===== src/rtl/lru_req_port.sv =====
// Per-channel request FIFOs feeding an external arbiter; the one-hot grant
// winner is popped into a single registered output slot with valid/ready.
module lru_req_port #(
  parameter int NUM_REQ = 10,
  parameter int DATA_W  = 8,
  parameter int DEPTH   = 4,
  localparam int ID_W   = (NUM_REQ > 1) ? $clog2(NUM_REQ) : 1,
  localparam int CNT_W  = $clog2(DEPTH + 1),
  localparam int PTR_W  = $clog2(DEPTH)
) (
  input  logic                             clk,
  input  logic                             rst_b,
  input  logic [NUM_REQ-1:0]               in_valid,
  output logic [NUM_REQ-1:0]               in_ready,
  input  logic [NUM_REQ-1:0][DATA_W-1:0]   in_data,
  output logic [NUM_REQ-1:0]               req,
  input  logic [NUM_REQ-1:0]               gnt,
  output logic                             out_valid,
  input  logic                             out_ready,
  output logic [DATA_W-1:0]                out_data,
  output logic [ID_W-1:0]                  out_id,
  output logic                             gnt_err
);

  logic [DATA_W-1:0]  mem  [NUM_REQ][DEPTH];
  logic [CNT_W-1:0]   cnt  [NUM_REQ];
  logic [PTR_W-1:0]   wptr [NUM_REQ];
  logic [PTR_W-1:0]   rptr [NUM_REQ];

  logic               slot_free;
  logic [NUM_REQ-1:0] hits;
  logic [NUM_REQ-1:0] push;
  logic [NUM_REQ-1:0] pop;
  logic               multi;
  logic               win;
  logic [ID_W-1:0]    win_id;

  // Request/grant decode: req never looks at gnt, so the arbiter loop stays acyclic
  always_comb begin
    slot_free = !out_valid | out_ready;
    for (int i = 0; i < NUM_REQ; i++) begin
      in_ready[i] = (cnt[i] < CNT_W'(DEPTH));
      req[i]      = (cnt[i] != '0) & slot_free & !gnt_err;
    end
    hits   = gnt & req;
    multi  = (hits & (hits - NUM_REQ'(1))) != '0;
    win    = (hits != '0) & !multi;
    win_id = '0;
    for (int i = 0; i < NUM_REQ; i++) begin
      if (hits[i]) win_id = ID_W'(i);
    end
    pop  = win ? hits : '0;
    push = in_valid & in_ready;
  end

  // FIFO control state
  always_ff @(posedge clk or negedge rst_b) begin
    if (!rst_b) begin
      for (int i = 0; i < NUM_REQ; i++) begin
        cnt[i]  <= '0;
        wptr[i] <= '0;
        rptr[i] <= '0;
      end
    end else begin
      for (int i = 0; i < NUM_REQ; i++) begin
        if (push[i]) wptr[i] <= wptr[i] + 1'b1;
        if (pop[i])  rptr[i] <= rptr[i] + 1'b1;
        case ({push[i], pop[i]})
          2'b10:   cnt[i] <= cnt[i] + 1'b1;
          2'b01:   cnt[i] <= cnt[i] - 1'b1;
          default: cnt[i] <= cnt[i];
        endcase
      end
    end
  end

  // FIFO storage carries no reset; occupancy alone defines what is valid
  always_ff @(posedge clk) begin
    for (int i = 0; i < NUM_REQ; i++) begin
      if (push[i]) mem[i][wptr[i]] <= in_data[i];
    end
  end

  // Output slot: a win always has slot_free, so replacing the old entry is safe
  always_ff @(posedge clk or negedge rst_b) begin
    if (!rst_b) begin
      out_valid <= 1'b0;
      out_data  <= '0;
      out_id    <= '0;
      gnt_err   <= 1'b0;
    end else begin
      if (win) begin
        out_valid <= 1'b1;
        out_data  <= mem[win_id][rptr[win_id]];
        out_id    <= win_id;
      end else if (out_ready) begin
        out_valid <= 1'b0;
      end
      if (multi) gnt_err <= 1'b1;
    end
  end

endmodule


===== config.mk =====
export PLATFORM = sky130hd
export DESIGN_NAME = lru_req_port
export DESIGN_NICKNAME = d
export VERILOG_FILES = /design/src/rtl/lru_req_port.sv
export SDC_FILE = /design/constraint.sdc
export NUM_CORES = 1
export LEC_CHECK = 0
export ABC_AREA = 0
export BUFFER_PORTS_ARGS = -buffer_cell sky130_fd_sc_hd__buf_2
export CAP_MARGIN = 20
export CORE_MARGIN = 2
export CORE_UTILIZATION = 60
export DETAILED_ROUTE_END_ITERATION = 6
export PLACE_DENSITY_LB_ADDON = 0.3
export SLEW_MARGIN = 15
export SYNTH_ARGS = -nofsm -noshare
export SYNTH_HDL_FRONTEND = slang
export SYNTH_SLANG_ARGS = --single-unit

===== constraint.sdc =====
create_clock -name clk -period 3.75 [get_ports clk]
set_input_delay 0.1875 -clock clk [delete_from_list [all_inputs] [get_ports clk]]
set_output_delay 0.1875 -clock clk [all_outputs]
set_load 0.005 [all_outputs]

---- Word-level counts from Yosys, hierarchy flattened ----
Memories as Yosys holds them, arrays and structs flattened.
Index checks and enable logic that the tools add are counted.
word-level totals
  logic and storage cells ................. 269
  register bits ........................... 84
  bits in writable memories ............... 320
  output and inout bits ................... 34
  memories kept ........................... 1
  input bits .............................. 103
memories
  memory  depth  width  rd ports  clocked after memory_dff  write ports  RTL line  source
  mem     10     32     1         0                         10           25        logic [DATA_W-1:0] mem [NUM_REQ][DEPTH];
cells by class
  add/sub/neg operators ................... 41
  reduce and logical (&&, ||, !) cells .... 36
  multiplexer cells ....................... 68
  bitwise logic cells ..................... 37
  $lt $le $gt $ge ......................... 32
  equal/unequal tests ..................... 20
operator list
  operator                                                  count
  two-way mux 32 bit                                        10
  demux 8 bit (select 2 bit)                                10
  two-way mux 8 bit                                         12
  case mux 3 bit (2 select lines)                           10
  adder 2 x 1 -> 2 bit, second input constant               20
  greater-or-equal comparator 3 bit, second input constant  11
  NOT 2 -> 3 bit                                            11
  adder 3 x 1 -> 3 bit, second input constant               10
  bitwise AND 10 bit                                        3
  < comparator 3 x 1 -> 1 bit, second input constant        10
  < comparator 3 bit, second input constant                 10
  nonzero test 3 bit                                        10
  subtractor 3 x 1 -> 3 bit, second input constant          10
  two-way mux 4 bit                                         6
  nonzero test 2 bit                                        11
  bitwise AND 1 bit                                         21
  == test 2 x 1 -> 1 bit, second input constant             10
  == test 2 bit, second input constant                      10
  nonzero test 10 bit                                       2
  binary-select mux 8 bit (select 2 bit)                    1
  two-way mux 1 bit                                         13
  logical AND 1 bit                                         10
  two-way mux 10 bit                                        1
  subtractor 10 x 1 -> 10 bit, second input constant        1
  6 further kinds                                           11

---- Longest topological paths before layout ----
  depth after elaboration ................. 22
  gate-level depth with buffers ........... 16
  depth with buffers taken out ............ 14

---- Worst setup path after synthesis ----
OpenSTA, ideal clock, no wires.
  path type ............................... reg2reg
  start ................................... register cnt[9] in the netlist's numbering
  end ..................................... register cnt[8] in the netlist's numbering
  stages on the path, launching flop included .. 16
  buffers on the path ..................... 1
  data arrival time ....................... 3.289 ns
  setup slack ............................. 0.381 ns
  library setup time ...................... 0.080 ns
  clock period less this slack ............ 3.369 ns
  data required time ...................... 3.670 ns
  cells stage by stage .................... dfrtp_1 -> or3_1 -> and3_1 -> clkbuf_1 -> a211oi_1 -> o22ai_1 -> o21ai_1 -> nand2_1 -> a21oi_1 -> and2_1 -> ha_1 -> inv_1 -> fa_1 -> xor2_1 -> nor2_1 -> xnor2_1
on the way
  longest elaborated chain between the ends .. 12
  elaborated cells on any way between the ends .. 15
  those cells by class .................... 1 x add/sub; 2 x eq/ne; 2 x mux; 5 x bitwise; 5 x reduce/logical
RTL lines
  what                                                                   RTL line  source
  start, declared                                                        26        logic [CNT_W-1:0] cnt [NUM_REQ];
  start signal, assigned by index                                        69        2'b10: cnt[i] <= cnt[i] + 1'b1;
  start signal, assigned by index                                        70        2'b01: cnt[i] <= cnt[i] - 1'b1;
  start signal, assigned by index                                        71        default: cnt[i] <= cnt[i];
  nonzero test 3 bit *                                                   43        req[i] = (cnt[i] != '0) & slot_free & !gnt_err;
  bitwise AND 1 bit * (2 in series)                                      43
  bitwise AND 10 bit *                                                   45        hits = gnt & req;
  subtractor 10 x 1 -> 10 bit                                            46        multi = (hits & (hits - NUM_REQ'(1))) != '0;
  bitwise AND 10 bit                                                     46
  nonzero test 10 bit                                                    46
  logical NOT 1 bit                                                      47        win = (hits != '0) & !multi;
  bitwise AND 1 bit *                                                    47
  two-way mux 10 bit *                                                   52        pop = win ? hits : '0;
  named net pop[7]                                                       33        logic [NUM_REQ-1:0] pop;
  == test 2 x 1 -> 1 bit or == test 2 bit (tied branches)                68        case ({push[i], pop[i]})
  case mux 3 bit (2 select lines) or nonzero test 2 bit (tied branches)  --
The timed path passes the listed nets; every way through them passes the cells marked *.
A chain may end at the register's enable or synchronous reset.

---- Final worst setup path ----
  start ................................... register cnt[9] in the netlist's numbering
  end ..................................... register out_data[4]
on the way
  longest elaborated chain between the ends .. 16
  elaborated cells on any way between the ends .. 23
  those cells by class .................... 1 x add/sub; 10 x mux; 7 x bitwise; 4 x reduce/logical; 1 x memory
RTL lines
  what                                                   RTL line  source
  nonzero test 3 bit *                                   43
  bitwise AND 1 bit * (2 in series)                      43
  bitwise AND 10 bit *                                   45
  two-way mux 4 bit (4 in series)                        50        if (hits[i]) win_id = ID_W'(i);
  NOT 4 -> 5 bit (implied by the code)                   94        out_data <= mem[win_id][rptr[win_id]];
  binary-select mux 2 bit (select 4 bit)                 94
  two-way mux 2 bit (implied by the code) (2 in series)  94
  NOT 2 -> 3 bit (implied by the code)                   94
  binary-select mux 8 bit (select 2 bit)                 94
  two-way mux 8 bit (implied by the code) (2 in series)  94
  end signal, assigned                                   94
  end, declared                                          20        output logic [DATA_W-1:0] out_data,
Every way passes the cells marked *; elsewhere a longest branch is shown, timed or not. The select of a mux whose other input is x is not followed.

==> flow_metrics.tcl <==
set metrics [dict create \
    outcome "completed" \
    io_pins 137 \
    ant_nets 0 \
    syn_area_per_cell_sq_um 13.0 \
    coreArea_sq_um 28900 \
    die_y_microns 176 \
    cp.buffers_inverters 0 \
    crit_top_cell "or3_1" \
    wl_per_cell_microns 23.4 \
    dpl.cell_count 1850 \
    drive_above_1_share 0.164 \
    clk_pin_slew_worst_paths_ps 60 \
    yosysWarnings 0 \
    critPathLaunchType "register" \
    synthDistinctLibCells 69 \
    drv_cap 0 \
    vias_per_cell 6.15 \
    clock_skew_ps 26.3 \
    drt_pass1_iterations 6 \
    holdWs_ps 122 \
    max_stage_delay_ps 680 \
    tightest_slew_ps 1000 \
    r2r_slack_ps 80 \
    synth_most_common_cell "edfxtp_1" \
    place_area_sq_um 19000 \
    die-width_microns 176 \
    cts_tree "yes" \
    htreeDepth 2 \
    slew_viol_final 0 \
    cts_buffer_depth 3 \
    num_antenna_cells 0 \
    hpwlAfterDp_microns 31200 \
    grt_pass1_vias 12100 \
    hold_depth 3 \
    ys_ff_latch 404 \
    crit_type "register to register" \
    max-slew-margin-rel 0.329 \
    worst_setup_path_end_kind "register" \
    async_reset_ff_frac 0.208 \
    drc 0 \
    setup_viol 0 \
    yosysSeqAreaShare 0.660 \
    tns_ps 0 \
    num-fill-cells 1826 \
    synth-main-ff-cell "edfxtp_1" \
    holdCritPathClass "primary input to register" \
    grt_max_degree 72 \
    finalHoldViolations 0 \
    synth_top_area_share 0.542 \
    gp_congestion 0.944 \
    port_buffers 136 \
    antenna_found_initial 0 \
    peakVddDrop_uv 418 \
    path_depth 9 \
    syn_nets 1525 \
    synth_common_cells "edfxtp_1 (320), nand2_1 (201), dfrtp_1 (84)" \
    netlist_area_sq_um 17700 \
    drt_wl_total_microns 46800 \
    grt_overflow 0 \
    grt_first_pass_wirelength_microns 71200 \
    powerDensity_nw_per_um2 576 \
    synth_edf_count 320 \
    finalCritPeriodShare 0.978 \
    fmax_mhz 273 \
    syn_inst 1362 \
    layout.nets 1753 \
    start_util 0.613 \
    crit_required_ps 4140 \
    vias 12300 \
    track_usage 0.308 \
    fin_cells 2006 \
    stdcell_area_sq_um 21200 \
    clk_latency_ps 550 \
    cp_slowest_cell "o311ai_1" \
    crit_chain "or3_1, and3_1, o311ai_1, or2_4, nand4_1, a31o_4, or3_1, o32ai_1, a31oi_1" \
    synth_area_leaders "edfxtp_1 (54%), dfrtp_1 (12%), nand2_1 (4.3%), ha_1 (3.5%), mux2i_1 (2.7%)" \
    crit_family "simple AND/OR/NAND/NOR gates" \
    cts_sinks 404 \
    post-route-util 0.732 \
    synth_top_area_cell "edfxtp_1" \
    r2r_cells 9 \
    dr.first_iter.drc_count 1744 \
    post-route-min-period_ps 3670 \
    rows 62 \
    clock_tree.root_cell "clkbuf_16" \
    numCtsBuffers 41 \
    synthToLayoutAreaGrowth_pct 19.5 \
    design.die.area_sq_um 30900 \
    cp_max_fo 21 \
    total_leakage_power_nw 8.19 \
    arrival_ps 4060 \
]
[kinds of logic (layout without fill, tap and decap cells)]
family	Yosys count	in the layout	share of synthesized area
xor gates and xnor gates	60	60	0.0296
AOI/OAI and AO/OA	200	200	0.0775
DFF	404	404	0.660
and+or+nand+nor	429	429	0.116
muxes	54	54	0.0329
adders and majority gates	61	61	0.0471
buffers and inverters	154	414	0.0363
[worst reg2reg max path, cell delays in order (launching register included)]
cell and delay, ps:
dfrtp_1 400, or3_1 440, and3_1 280, o311ai_1 680
or2_4 450, nand4_1 210, a31o_4 310, or3_1 380
o32ai_1 310, a31oi_1 70
[repair_timing]
item / in CTS / in global routing
endpoints found under the setup margin: 4 / 15
buffers inserted: 0 / 0
hold buffers: 81 / 0
resized for setup: 1 / 8
hold endpoints to repair: 390 / 0
pin swaps: 0 / 1
[placed cells by master (no fill, tap or decap), drive strengths merged, types with 11 or more instances in the layout]
master	instances
nor2b	14
xnor2	40
a21oi	30
inv	86
o22ai	14
dfrtp	84
clkbuf	53
nand3	60
o221ai	29
buf	176
and3	30
nor2	39
and2	42
nor3	11
ha	50
nand2	201
o21ai	54
dlygate4sd3	81
xor2	20
edfxtp	320
mux2i	48
[sequential cells by signal, indices dropped and copies added (netlist names)]
name	cells
out_valid	1
out_id	4
rptr	20
out_data	8
mem	320
wptr	20
cnt	30
gnt_err	1
[report_power, final]
part	internal (mW)	switching [mW]	leakage, nW	total [mW]
Combinational	0.725	1.25	3.57	1.97
Clock	2.48	1.74	0.669	4.23
Sequential	5.67	0.342	3.96	6.01
Total	8.87	3.33	8.19	12.2
[metal layers]
metal,global-route usage,part of all wire
met1,0.428,0.38
met2,0.485,0.47
met4,0.115,0.041
met3,0.0649,0.11
met5,0,0
[final timing paths]
kind	startpoint	end
min	in_valid[9]	wptr[0]
max	cnt[9]	out_data[4]
max in group asynchronous	rst_b	wptr[10]
max reg2reg	cnt[9]	out_data[4]
min in group asynchronous	rst_b	wptr[19]
min reg2reg	rptr[1]	rptr[1]
[stage by stage]
| stage | total power, mW | worst slack [ps] |
|---|---|---|
| floorplan | 7.22 | 381 |
| global placement | 7.84 | 18.3 |
| detailed placement | 7.97 | -90.5 |
| CTS | 12.2 | 2.34 |
| global route | 12.7 | -5.20 |
| finish | 12.2 | 82.4 |
[final cells by class]
class | count | area [sq um] | share of cell area
clock buffers | 53 | 1120 | 0.0530
clock inverters | 22 | 269 | 0.0127
inverters | 82 | 308 | 0.0145
multi-input cells | 804 | 5430 | 0.256
flip-flops and latches | 404 | 11700 | 0.553
well taps | 384 | 480 | 0.0227
repair buffers | 257 | 1870 | 0.0882
(Power assumes the default switching activity.)
